File: src/rtl/router_arbiter.sv
// router_arbiter: round-robin arbiter that shares the single input port of the
// 4-way router among NUM_REQ requesters. A granted requester owns the router
// until its last beat, and every router-side output is registered.
module router_arbiter #(
    parameter int DATA_WIDTH = 32,
    parameter int NUM_REQ    = 4
) (
    input  logic                          clk,
    input  logic                          reset,
    input  logic [NUM_REQ-1:0]            req_valid,
    input  logic [NUM_REQ-1:0]            req_last,
    input  logic [NUM_REQ*DATA_WIDTH-1:0] req_data,
    input  logic [NUM_REQ*2-1:0]          req_addr,
    output logic [NUM_REQ-1:0]            req_ready,
    output logic [NUM_REQ-1:0]            grant,
    output logic                          busy,
    output logic [DATA_WIDTH-1:0]         din,
    output logic                          din_en,
    output logic [1:0]                    addr
);

    localparam int IDX_W = (NUM_REQ > 1) ? $clog2(NUM_REQ) : 1;

    typedef enum logic {
        IDLE = 1'b0,
        BUSY = 1'b1
    } state_t;

    state_t                  state_q, state_d;
    logic [IDX_W-1:0]        ptr_q, ptr_d;
    logic [IDX_W-1:0]        owner_q, owner_d;
    logic [NUM_REQ-1:0]      grant_q, grant_d;
    logic [1:0]              dst_q, dst_d;
    logic [DATA_WIDTH-1:0]   din_q;
    logic                    din_en_q;
    logic [1:0]              addr_q;

    logic                    ownerValid;
    logic                    ownerLast;
    logic [DATA_WIDTH-1:0]   ownerData;
    logic                    xfer;
    logic                    lastXfer;
    logic [IDX_W-1:0]        nextPtr;
    logic [IDX_W-1:0]        searchStart;
    logic [NUM_REQ-1:0]      arbReq;
    logic                    winnerFound;
    logic [IDX_W-1:0]        winner;
    logic [NUM_REQ-1:0]      winnerOneHot;
    logic [1:0]              winnerAddr;

    // Select the current owner's handshake and data lanes.
    always_comb begin
        ownerValid = 1'b0;
        ownerLast  = 1'b0;
        ownerData  = '0;
        for (int k = 0; k < NUM_REQ; k++) begin
            if (owner_q == IDX_W'(k)) begin
                ownerValid = req_valid[k];
                ownerLast  = req_last[k];
                ownerData  = req_data[k*DATA_WIDTH +: DATA_WIDTH];
            end
        end
    end

    assign xfer     = (state_q == BUSY) && ownerValid;
    assign lastXfer = xfer && ownerLast;
    assign nextPtr  = (owner_q == IDX_W'(NUM_REQ - 1)) ? '0 : owner_q + 1'b1;

    // While a packet is open the next search begins just past the owner;
    // otherwise it begins at the stored round-robin pointer.
    always_comb begin
        searchStart = ptr_q;
        if (state_q == BUSY) begin
            searchStart = nextPtr;
        end
    end

    // The owner's valid during its last-beat cycle belongs to the beat being
    // consumed, so it is hidden from arbitration; with a single requester it
    // is left visible so back-to-back packets keep the grant with no bubble.
    always_comb begin
        arbReq = req_valid;
        if ((NUM_REQ > 1) && lastXfer) begin
            arbReq = req_valid & ~grant_q;
        end
    end

    // Round-robin search: first requesting index at or after searchStart.
    always_comb begin
        int idx;
        idx         = 0;
        winnerFound = 1'b0;
        winner      = '0;
        for (int k = 0; k < NUM_REQ; k++) begin
            idx = int'(searchStart) + k;
            if (idx >= NUM_REQ) begin
                idx = idx - NUM_REQ;
            end
            if (!winnerFound && arbReq[idx]) begin
                winnerFound = 1'b1;
                winner      = IDX_W'(idx);
            end
        end
    end

    // Decode the winner into a one-hot grant and pick up its destination.
    always_comb begin
        winnerOneHot = '0;
        winnerAddr   = 2'd0;
        for (int k = 0; k < NUM_REQ; k++) begin
            if (winner == IDX_W'(k)) begin
                winnerOneHot[k] = 1'b1;
                winnerAddr      = req_addr[k*2 +: 2];
            end
        end
    end

    // FSM state register.
    always_ff @(posedge clk) begin
        if (reset) begin
            state_q <= IDLE;
        end else begin
            state_q <= state_d;
        end
    end

    // FSM next state: open a packet on any request, close when the last beat
    // leaves and nobody else is waiting.
    always_comb begin
        state_d = state_q;
        case (state_q)
            IDLE: begin
                if (winnerFound) begin
                    state_d = BUSY;
                end
            end
            BUSY: begin
                if (lastXfer && !winnerFound) begin
                    state_d = IDLE;
                end
            end
            default: state_d = IDLE;
        endcase
    end

    // FSM outputs: only the owner may see ready, and only while a packet is open.
    always_comb begin
        req_ready = '0;
        busy      = 1'b0;
        if (state_q == BUSY) begin
            req_ready = grant_q & req_valid;
            busy      = 1'b1;
        end
    end

    // Next grant, owner, destination and pointer.
    always_comb begin
        grant_d = grant_q;
        owner_d = owner_q;
        dst_d   = dst_q;
        ptr_d   = ptr_q;
        if (state_q == IDLE) begin
            if (winnerFound) begin
                grant_d = winnerOneHot;
                owner_d = winner;
                dst_d   = winnerAddr;
            end
        end else if (lastXfer) begin
            ptr_d = nextPtr;
            if (winnerFound) begin
                grant_d = winnerOneHot;
                owner_d = winner;
                dst_d   = winnerAddr;
            end else begin
                grant_d = '0;
            end
        end
    end

    // Arbitration bookkeeping registers.
    always_ff @(posedge clk) begin
        if (reset) begin
            grant_q <= '0;
            owner_q <= '0;
            dst_q   <= 2'd0;
            ptr_q   <= '0;
        end else begin
            grant_q <= grant_d;
            owner_q <= owner_d;
            dst_q   <= dst_d;
            ptr_q   <= ptr_d;
        end
    end

    // Router-side outputs: one cycle after a transfer, zero otherwise.
    always_ff @(posedge clk) begin
        if (reset) begin
            din_q    <= '0;
            din_en_q <= 1'b0;
            addr_q   <= 2'd0;
        end else begin
            din_q    <= xfer ? ownerData : '0;
            din_en_q <= xfer;
            addr_q   <= xfer ? dst_q : 2'd0;
        end
    end

    assign grant  = grant_q;
    assign din    = din_q;
    assign din_en = din_en_q;
    assign addr   = addr_q;

endmodule

File: config.mk
export PLATFORM = sky130hd
export DESIGN_NAME = router_arbiter
export DESIGN_NICKNAME = d
export VERILOG_FILES = /design/src/rtl/router_arbiter.sv
export SDC_FILE = /design/constraint.sdc
export NUM_CORES = 1
export LEC_CHECK = 0
export CORE_MARGIN = 2
export CORE_UTILIZATION = 37
export CTS_CLUSTER_SIZE = 14
export DETAILED_ROUTE_END_ITERATION = 10
export PLACE_DENSITY = 0.86
export RECOVER_POWER = 25
export SYNTH_ARGS = -nofsm -noshare
export SYNTH_HDL_FRONTEND = slang
export SYNTH_SLANG_ARGS = --single-unit
File: constraint.sdc
create_clock -name clk -period 6.7 [get_ports clk]
set_clock_uncertainty 0.05 [all_clocks]
set_input_delay 2.01 -clock clk [delete_from_list [all_inputs] [get_ports clk]]
set_output_delay 2.01 -clock clk [all_outputs]
set_load 0.005 [all_outputs]
* Word level (Yosys, flattened, before mapping)
Index checks and enable logic that the tools add are counted.
Cells by class: eq/ne operators 7, $mul 0, $lt $le $gt $ge 8, add/subtract/negate cells 8, div/mod/pow operators 0, muxes and demuxes 62, shifts and indexed selects 0, bitwise operators 5, reduce and logical (&&, ||, !) cells 16
Operators with widths (number):
- two-way mux 32 bit | 8
- less-than comparator 32 x 4 -> 1 bit (second input constant) | 4
- two-way mux 2 bit | 16
- two-way mux 1 bit | 27
- two-way mux 4 bit | 6
- subtractor 3 x 3 -> 4 bit (second input constant) | 3
- >= comparator 3 bit (second input constant) | 3
- AND 4 bit | 2
- binary-select mux 1 bit (select 2 bit) | 4
- equality test 2 bit (second input constant) | 4
- adder 2 x 2 -> 3 bit (second input constant) | 2
- logical AND 1 bit | 6
- equality test 2 x 1 -> 1 bit (second input constant) | 2
- zero test 1 bit | 4
- zero test 2 bit | 2
- inverter 4 bit | 1
- AND reduction 2 bit | 2
- subtractor 2 x 3 -> 4 bit (second input constant) | 1
- adder 2 x 1 -> 3 bit (second input constant) | 1
- >= comparator 2 x 3 -> 1 bit (second input constant) | 1
- adder 2 x 1 -> 2 bit (second input constant) | 1
- inequality test 2 x 1 -> 1 bit (second input constant) | 1
- inverter 1 bit | 2
- one-hot mux 1 bit (2 select lines) | 1
- 2 further kinds | 2
Word-level totals: bits in writable memories 0, input bits 146, bits in read-only memories 0, flip-flop bits (word level) 46, bits in latches 0, output and inout port bits 44, logic and storage cells 114, memories kept 0

* Logic depth before layout (Yosys ltp)
depth in word-level cells 29, gate-level depth with buffers 13, gate-level depth less buffers 10

* Least setup slack after synthesis
Ideal clock, no wire load.
kind input to output, from input req_valid[0], to output req_ready[0], cell stages on the path 1, slack 2.463 ns, required time 4.640 ns, arrival time 2.177 ns, path through and3_1
On the way: longest elaborated chain between the ends 2
RTL lines:
- start, declared | line 10 | input logic [NUM_REQ-1:0] req_valid,
- AND 4 bit | line 151 | req_ready = grant_q & req_valid;
- two-way mux 4 bit | line 150 | if (state_q == BUSY) begin
- end, declared | line 14 | output logic [NUM_REQ-1:0] req_ready,
No other way between the ends.

* Worst setup path in the final report
from input req_valid[2], to output req_ready[2]
Same word-level chain as after synthesis.

==> metrics <==
status complete, no violations; placed cell count roughly 580; Crit path buffers/inverters 2; pins over their slew limit 0; GP Congestion 0.7897; root buf cell clkbuf_8; Achievable Freq around 190 MHz; worst hold path stage count 2; reg2reg setup slack approximately 2500 ps; FP Rows 30; slowest cell on the critical path clkdlybuf4s50_1; DR vias/cell just over 5; initial cell density of the core a little under two fifths; Worst R2R Path Depth 11; CTS Buf Count 5; Die Ht 87.85 µm; fillers between 600 and 700; via count around 3000; CP startpoint kind primary input; IO Pins 190; clock group share of total power between 20% and 30%; period utilisation layout between 70% and 80%; worst r2r dst dst_q[1]; sequential area share after synthesis a little over a third; mean post-synth cell area around 8 µm²; setup_tns 0 ps; Reg power frac roughly 38%; WL final approximately 9500 µm; hold path startpoint ptr_q[0]; H-Tree Depth 2; number of global-route vias before repair about 2900; worst slack at placement 1383 ps; Die X 87.85 µm; switching power approximately 250 µW; Reg clk slew, reported paths around 80 ps; Layout Nets 643; PwrDens 174.9 nW/µm²; Post-Synthesis Net Count between 400 and 500; Worst Path Arrival 3250 ps; kind of cell adding the most delay to the critical path buffers and inverters; sw frac a little under a third; PostCTS Resize Cnt 0; CTS Hold Bufs 0; worst-path cell chain clkdlybuf4s50_1, and3_1, clkdlybuf4s50_1; Pint approximately 550 µW; GRT overflow 0; combinational fraction of design power about two fifths; design area 4597 µm²; Crit Path Class primary input to primary output; hpwl dp just over 7000 µm; P_leak approximately 1.8 nW; maximum root-to-sink buffer count 2; Final Non-Filler Cells roughly 600; total power 804.0 µW; Multi-input gate area between 1500 and 2000 µm²; worst skew pair latency 280 ps; Worst Tran Pin Value roughly 1100 ps; Antenna diodes 0; Max IR drop VDD 0.1235 mV; Ys Warns 0; Max Cap Viol 0; Critical Path Fanout Max 4; largest net degree at the start of global routing 44; count of final setup violators 0; gr usage total 22.94%; Post-Syn Area approximately 2600 µm²; Max-slew headroom between 20 and 30%; starting DRC count in detailed routing roughly 90; layout cell share with drive strength beyond 1 5.263%; crit path time final 5312 ps; Crit. path cell count 3; placed cell areas between 4000 and 5000 µm²; RSZ-0062 raised after global routing false; Core Region just under 7000 µm²; CTS tree done; initial antenna violation count 0; Crit Reg-Reg Startpoint owner_q[0]; first-pass GRT wire length between 10000 and 15000 µm; setup ws final 1388 ps; drt wl/cell between 15 and 20 µm; I/O Buffers between 150 and 200; Crit. End Element primary output; first-pass detailed-route iteration total 5; Hold Path Class register to register; final hold vios 0; Seq cells post-synth between 40 and 50; CP required 4640 ps; Remaining DRCs 0; Hold EP ptr_q[0]; Area growth, synth to finish 76.72%; Mapped Cells ~320; clock tree sinks 46; register area 920.9 µm²; post-synth cell types 39; die area 7717 µm²; Crit path largest cell delay about 570 ps; ANT nets after route 0; cell mode on critical path clkdlybuf4s50_1; setup bufs post-CTS 0
## cells by family after synthesis
| kind of cell | synth area share [%] |
|---|---|
| muxes | 2.694 |
| DFF | 35.40 |
| adders and majority gates | 1.924 |
| buffers and inverters | 6.445 |
| and+or+nand+nor | 18.57 |
| AOI/OAI and AO/OA | 34.97 |
## power by group through the flow
stage                     combinational [mW]  clock (mW)  sequential, mW
after floorplan                        0.186           0           0.308
after global placement                 0.331           0           0.307
after detailed placement               0.340           0           0.308
after CTS                              0.341       0.172           0.302
after global routing                   0.370       0.184           0.303
final                                  0.337       0.166           0.301
## through the flow
step                      utilization, %  hold WS, ps
after floorplan                        -        378.7
after global placement             66.34        389.2
after detailed placement           66.34        395.3
after CTS                          67.66        407.0
after global routing               67.66        437.0
final                              67.66        403.2
## flip-flops by register name, indices dropped and copies added (netlist names)
name	cells
addr	2
din	32
state_q	1
grant	4
din_en	1
ptr_q	2
dst_q	2
owner_q	2
## cells in the final DEF, fill, tap and decap left out, types with 2 or more instances in the layout
cell             instances
and2_1                   2
nand2_1                  8
ha_1                     3
nand3b_1                 4
dlygate4sd3_1           22
a211o_1                  2
a211oi_1                 2
a21boi_2                 2
dfxtp_1                 46
or3b_1                   2
or3_1                    4
o21ai_0                 33
nand3_1                  4
mux2i_1                  7
clkdlybuf4s50_1        167
a21oi_1                 40
and3_1                   4
a221o_1                 31
clkbuf_8                 5
nor2_1                  73
o221ai_1                 2
inv_1                    4
buf_4                    5
nand2b_1                 2
## synth_stat cells, drive strengths merged
cell type,count,area share [%]
clkbuf,22,3.2
nor3b,1,0.29
or3,4,0.96
ha,4,1.9
o21bai,1,0.29
and2,2,0.48
mux2i,7,2.7
buf,9,2.5
o41ai,1,0.63
a21oi,41,8.3
dfxtp,46,35
a31oi,1,0.24
a211o,2,0.67
o21ai,34,6.7
nand2,8,1.2
o221ai,2,0.67
and3,4,0.96
nor2b,2,0.48
inv,5,0.72
nand3b,4,1.2
a221o,31,12
a211oi,3,1.3
o31ai,1,0.29
nor3,1,0.63
nor2,73,11
o311ai,1,1.0
a21boi,4,1.9
nand3,4,0.77
or3b,2,0.67
a221oi,1,1.0
nand2b,2,0.48
## worst register-to-register path, stage by stage (launching register included)
cell	delay, ps
dfxtp_1	430
inv_1	90
ha_1	510
buf_4	350
inv_2	440
o311ai_4	200
nor3_4	390
a21boi_1	180
o41ai_2	990
nor2_1	130
nand2_1	140
o221ai_1	140
## layout make-up
class / instances / share of cell area, %
Timing Repair Buffer: 194 / 41.97
Multi-Input combinational cell: 241 / 33.02
Sequential cell: 46 / 20.03
Tap cell: 96 / 2.613
Clock buffer: 5 / 1.497
Clock inverter: 3 / 0.4627
Inverter: 5 / 0.4083
## per-layer routing
| metal | GRT usage (%) | routed length (µm) | vias up |
|---|---|---|---|
| li1 | - | - | 1513 |
| met4 | 6.014 | 119 | 0 |
| met2 | 43.39 | 5016 | 114 |
| met1 | 26.26 | 3794 | 1401 |
| met5 | 0 | 0 | - |
| met3 | 4.241 | 578 | 12 |
## how the worst max path moves through the flow
stage	from	to
2_1_floorplan	req_valid[0]	req_ready[0]
3_3_place_gp	req_valid[2]	req_ready[2]
3_5_place_dp	req_valid[0]	req_ready[0]
4_1_cts	req_valid[0]	req_ready[0]
5_1_grt	req_valid[2]	req_ready[2]
6_report	req_valid[2]	req_ready[2]
No activity file was read; power rests on OpenSTA's default activity.
